`config.mk`:
```
export PLATFORM = sky130hd
export DESIGN_NAME = sd_clock_monitor
export DESIGN_NICKNAME = d
export VERILOG_FILES = /design/src/rtl/sd_clk_mon_pkg.sv /design/src/rtl/sd_clk_run_meter.sv /design/src/rtl/sd_clock_monitor.sv
export SDC_FILE = /design/constraint.sdc
export NUM_CORES = 1
export LEC_CHECK = 0
export CORE_ASPECT_RATIO = 0.7
export CORE_MARGIN = 1.5
export CORE_UTILIZATION = 35
export DETAILED_ROUTE_END_ITERATION = 6
export GPL_TIMING_DRIVEN = 0
export HOLD_SLACK_MARGIN = 0.06
export PLACE_DENSITY = 0.66
export SYNTH_ARGS = -nofsm -noshare
export SYNTH_HDL_FRONTEND = slang
export SYNTH_HIERARCHICAL = 1
export SYNTH_SLANG_ARGS = --single-unit
```
`constraint.sdc`:
```
create_clock -name CLK -period 3.1 [get_ports CLK]
set_input_delay 0.93 -clock CLK [delete_from_list [all_inputs] [get_ports CLK]]
set_output_delay 0.93 -clock CLK [all_outputs]
set_load 0.01 [all_outputs]
```
`src/rtl/sd_clk_mon_pkg.sv`:
```
// rtl/sd_clk_mon_pkg.sv - shared state type, run width and helpers for the SD clock monitor
package sd_clk_mon_pkg;

  localparam int SD_CLK_MON_RUN_W = 10;

  typedef enum logic [1:0] {
    NOCLK = 2'd0,
    ACQ   = 2'd1,
    LOCK  = 2'd2
  } sd_clk_mon_state_t;

  // Half-period length L corresponds to a divider value of L-1.
  function automatic logic [7:0] run_to_div(input logic [SD_CLK_MON_RUN_W-1:0] run);
    logic [SD_CLK_MON_RUN_W-1:0] div;
    div = run - SD_CLK_MON_RUN_W'(1);
    return div[7:0];
  endfunction

  function automatic logic [7:0] sat_inc8(input logic [7:0] val);
    return (val == 8'hFF) ? val : val + 8'd1;
  endfunction

endpackage

```
`src/rtl/sd_clk_run_meter.sv`:
```
// rtl/sd_clk_run_meter.sv - SD clock sample pipeline, edge detect and saturating run counter
module sd_clk_run_meter
  import sd_clk_mon_pkg::*;
#(
  parameter int TIMEOUT = 300
) (
  input  logic                        clk,
  input  logic                        rst,
  input  logic                        sd_clk_i,
  output logic                        sd_edge,
  output logic [SD_CLK_MON_RUN_W-1:0] run_len,
  output logic                        timeout
);

  localparam logic [SD_CLK_MON_RUN_W-1:0] TIMEOUT_V = SD_CLK_MON_RUN_W'(TIMEOUT);

  logic                        d1_q, d1_d;
  logic                        d2_q, d2_d;
  logic [SD_CLK_MON_RUN_W-1:0] run_q, run_d;

  always_comb begin
    d1_d    = sd_clk_i;
    d2_d    = d1_q;
    sd_edge = (d1_q != d2_q);
    run_len = run_q;
    // An edge always wins, so a stopped clock restarting is never swallowed.
    timeout = (run_q == TIMEOUT_V) && !sd_edge;
    if (sd_edge) begin
      run_d = SD_CLK_MON_RUN_W'(1);
    end else if (run_q != TIMEOUT_V) begin
      run_d = run_q + SD_CLK_MON_RUN_W'(1);
    end else begin
      run_d = run_q;
    end
  end

  always_ff @(posedge clk) begin
    if (rst) begin
      d1_q  <= 1'b0;
      d2_q  <= 1'b0;
      run_q <= '0;
    end else begin
      d1_q  <= d1_d;
      d2_q  <= d2_d;
      run_q <= run_d;
    end
  end

endmodule

```
`src/rtl/sd_clock_monitor.sv`:
```
// rtl/sd_clock_monitor.sv - recovers the SD clock divider and reports lock/stop; SD_CLK_MON_CNT_EN enables CHANGE_CNT
module sd_clock_monitor
  import sd_clk_mon_pkg::*;
#(
  parameter int LOCK_COUNT = 4,
  parameter int TIMEOUT    = 300
) (
  input  logic       CLK,
  input  logic       RST,
  input  logic       SD_CLK_I,
  input  logic [7:0] EXPECTED,
  output logic [7:0] MEASURED,
  output logic       LOCKED,
  output logic       MISMATCH,
  output logic       STOPPED,
  output logic       LOST,
  output logic [7:0] CHANGE_CNT
);

  localparam int MATCH_W = 4;

  logic                        sd_edge;
  logic                        timeout;
  logic [SD_CLK_MON_RUN_W-1:0] run_len;

  sd_clk_mon_state_t           state_q, state_d;
  logic [SD_CLK_MON_RUN_W-1:0] cand_q, cand_d;
  logic [MATCH_W-1:0]          match_q, match_d;
  logic [7:0]                  measured_q, measured_d;
  logic                        locked_q, locked_d;
  logic                        mismatch_q, mismatch_d;
  logic                        stopped_q, stopped_d;
  logic                        lost_q, lost_d;

  sd_clk_run_meter #(
    .TIMEOUT (TIMEOUT)
  ) u_run_meter (
    .clk      (CLK),
    .rst      (RST),
    .sd_clk_i (SD_CLK_I),
    .sd_edge  (sd_edge),
    .run_len  (run_len),
    .timeout  (timeout)
  );

  // cand==0 means "no candidate": completed runs are always at least 1 long.
  always_comb begin
    state_d    = state_q;
    cand_d     = cand_q;
    match_d    = match_q;
    measured_d = measured_q;
    if (sd_edge) begin
      case (state_q)
        NOCLK: begin
          state_d = ACQ;
          cand_d  = '0;
          match_d = '0;
        end
        ACQ: begin
          if (run_len == cand_q) begin
            match_d = match_q + MATCH_W'(1);
          end else begin
            cand_d  = run_len;
            match_d = MATCH_W'(1);
          end
          if (match_d == MATCH_W'(LOCK_COUNT)) begin
            state_d    = LOCK;
            measured_d = run_to_div(cand_d);
          end
        end
        LOCK: begin
          if (run_len != cand_q) begin
            state_d = ACQ;
            cand_d  = run_len;
            match_d = MATCH_W'(1);
          end
        end
        default: begin
          state_d = NOCLK;
          cand_d  = '0;
          match_d = '0;
        end
      endcase
    end else if (timeout) begin
      state_d = NOCLK;
      cand_d  = '0;
      match_d = '0;
    end
    locked_d   = (state_d == LOCK);
    stopped_d  = (state_d == NOCLK);
    lost_d     = (state_q == LOCK) && (state_d != LOCK);
    mismatch_d = locked_d && (measured_d != EXPECTED);
  end

  always_ff @(posedge CLK) begin
    if (RST) begin
      state_q    <= NOCLK;
      cand_q     <= '0;
      match_q    <= '0;
      measured_q <= '0;
      locked_q   <= 1'b0;
      mismatch_q <= 1'b0;
      stopped_q  <= 1'b1;
      lost_q     <= 1'b0;
    end else begin
      state_q    <= state_d;
      cand_q     <= cand_d;
      match_q    <= match_d;
      measured_q <= measured_d;
      locked_q   <= locked_d;
      mismatch_q <= mismatch_d;
      stopped_q  <= stopped_d;
      lost_q     <= lost_d;
    end
  end

`ifdef SD_CLK_MON_CNT_EN
  logic [7:0] change_cnt_q, change_cnt_d;

  always_comb begin
    change_cnt_d = change_cnt_q;
    if (lost_d) begin
      change_cnt_d = sat_inc8(change_cnt_q);
    end
  end

  always_ff @(posedge CLK) begin
    if (RST) begin
      change_cnt_q <= '0;
    end else begin
      change_cnt_q <= change_cnt_d;
    end
  end

  assign CHANGE_CNT = change_cnt_q;
`else
  assign CHANGE_CNT = 8'd0;
`endif

  assign MEASURED = measured_q;
  assign LOCKED   = locked_q;
  assign MISMATCH = mismatch_q;
  assign STOPPED  = stopped_q;
  assign LOST     = lost_q;

endmodule

```
==> flow_metrics.tcl <==
set metrics [dict create \
    critPathMaxFanout 10 \
    layout_commonest_cell "dfxtp_1" \
    gp_congestion 0.805 \
    yosysSeqAreaShare 0.325 \
    fin_crit_ns 2.71 \
    place_hpwl_um 4410 \
    vias_per_cell 5.22 \
    cp_cell_sequence "clkbuf_1, inv_1, ha_1, and3_1, nand2_1, nor3_1, o22ai_1, clkbuf_1, a22oi_1, nor2_1" \
    drc 0 \
    cts_sinks 40 \
    leakage_nw 1.07 \
    tightest_slew_ns 0.729 \
    crit_top_cell "clkbuf_1" \
    slew_violations 0 \
    critPathSlowestCell "dfxtp_1" \
    grt_max_degree 13 \
    relSlewSlack 0.507 \
    cts.clk_slew.worst_paths_ns 0.08 \
    grt_pass1_vias 1993 \
    initial_core_util 0.363 \
    synth.area.top_cells "dfxtp_1 33%, nor2_1 4.9%, xnor2_1 4.6%, xor2_1 3.9%, ha_1 3.6%" \
    rsz0062_at_grt "false" \
    cts-root-buf "clkbuf_8" \
    pwr_density_cell_nw_per_um2 407 \
    hold_viol_final 0 \
    antenna_found_initial 0 \
    grt_first_pass_wirelength_um 9710 \
    rows 25 \
    clockBufferDepth 2 \
    seq_area_um2 801 \
    finalSetupViolCount 0 \
    worstPathRequired_ns 3.33 \
    hold-worst-slack_ns 0.503 \
    tritoncts "yes" \
    most-common-layout-cells "40 x dfxtp_1, 32 x nor2_1, 22 x clkdlybuf4s50_1" \
    syn_area_um2 2460 \
    synth_async_sr_flop_share 0 \
    multi_input_area_um2 1530 \
    fin_area_um2 2960 \
    die_y_um 73.2 \
    maxCapViolations 0 \
    layout-drive-gt1-share 0.110 \
    syn_to_final_growth_pct 20.2 \
    end_kind "flip-flop" \
    finClkSkew_ns 0.00571 \
    pre_cts_slack_ns 0.230 \
    synth_cell_types 65 \
    p_total_mw 1.20 \
    yosys_warnings 6 \
    ant_nets 0 \
    worstHoldPathType "reg -> reg" \
    drtIter0Drc 191 \
    grt_overflow 0 \
    grt_usage 0.167 \
    cpPeakStageDelay_ns 0.48 \
    synth-edff-count 0 \
    totalWireLength_um 5760 \
    wl_per_cell_um 13.7 \
    diodes 0 \
    status "finished, final reports clean" \
    port_buffers 22 \
    die_x_um 103 \
    core_area_um2 6790 \
    ys_seq_elements 40 \
    crit_type "reg -> reg" \
    max_freq_ghz 0.370 \
    top_level_ports 31 \
    cts.htree.levels 2 \
    synthCells 291 \
    fin_nets 345 \
    fin_setup_tns_ns 0 \
    clk_latency_ns 0.29 \
    synth_top_area_frac 0.325 \
    irDropWorstVdd_v 0.000256 \
    min_period_over_period 0.873 \
    die-area_um2 7550 \
    timing.final.ws_setup_ns 0.395 \
    dpl_cell_area_um2 2830 \
    num-fill-cells 686 \
    synthFlopType "dfxtp_1" \
    cp.arrival_ns 2.94 \
    startpoint_type "flip-flop" \
    first_pass_iters 4 \
    num_vias 2201 \
    yosysTopAreaCell "dfxtp_1" \
    numCtsBuffers 5 \
    syn_area_per_cell_um2 8.46 \
]
## timing repair
item | CTS | global route
setup buffers | 0 | 0
resized for setup | 0 | 1
endpoints found under the setup margin | 0 | 1
hold buffers | 0 | 0
## kinds of logic after synthesis
logic type               count (synthesis)  synth area share
other                                    1           0.00152
AND/OR/NAND/NOR                        114             0.274
multiplexers                             2           0.00813
AO/OA/AOI/OAI                           71             0.197
XOR/XNOR                                25            0.0920
adder cells (fa/ha/maj)                  7            0.0356
buffers and inverters                   31            0.0671
flip-flops                              40             0.325
## cell usage after synthesis, drive strengths merged (8+ instances only)
master  number
a21oi       14
a22oi        9
buf         14
dfxtp       40
inv         10
nand2       14
nand3       11
nor2        32
nor3         8
o21ai       12
xnor2       14
xor2        11
## state kept, by name (all words and copies together), names as in the netlist
register / count
cand_q: 10
u_run_meter/run_len: 10
MEASURED: 8
match_q: 4
state_q: 2
LOCKED: 1
LOST: 1
MISMATCH: 1
STOPPED: 1
u_run_meter/d1_q: 1
u_run_meter/d2_q: 1
## report_power, final
group | switching (mW) | leakage (nW) | internal, mW
clock network | 0.190 | 0.0645 | 0.284
registers | 0.0109 | 0.323 | 0.521
logic | 0.111 | 0.685 | 0.0854
## layout make-up
| type | instances | area share |
|---|---|---|
| Buffer | 21 | 0.0431 |
| Clock buffer | 7 | 0.0326 |
| Clock inverter | 1 | 0.0102 |
| Inverter | 10 | 0.0127 |
| Multi-Input combinational cell | 227 | 0.516 |
| Sequential cell | 40 | 0.271 |
| Tap cell | 94 | 0.0398 |
| Timing Repair Buffer | 22 | 0.0744 |
## worst max-delay path: cells and delay by family, from the launching register on
family                     cells  cell delay [ns]
buffers and inverters          3             0.80
AOI/OAI and AO/OA              2             0.59
DFF                            1             0.48
and+or+nand+nor                4             0.56
adders and majority gates      1             0.22
## stage by stage
stage	std cells	util
floorplan	298	-
global placement	414	0.416
detailed placement	414	0.416
CTS	422	0.435
global route	422	0.436
finish	422	0.436
## metal layers
| layer | up-vias | GRT usage | wire length (um) |
|---|---|---|---|
| li1 | 1120 | - | - |
| met1 | 1026 | 0.247 | 3030 |
| met2 | 53 | 0.245 | 2350 |
| met3 | 2 | 0.0412 | 377 |
| met4 | 0 | 0.0330 | 7 |
| met5 | - | 0 | 0 |
## final timing paths
path                                        startpoint          endpoint  slack, ns  cells after the start
worst max-delay path            u_run_meter/run_len[0]         cand_q[3]       0.39                     10
worst min-delay path                  u_run_meter/d1_q  u_run_meter/d2_q       0.50                      1
worst max register to register  u_run_meter/run_len[0]         cand_q[3]       0.39                     10
worst min register to register        u_run_meter/d1_q  u_run_meter/d2_q       0.50                      1
Power figures use the tool's default switching activity.
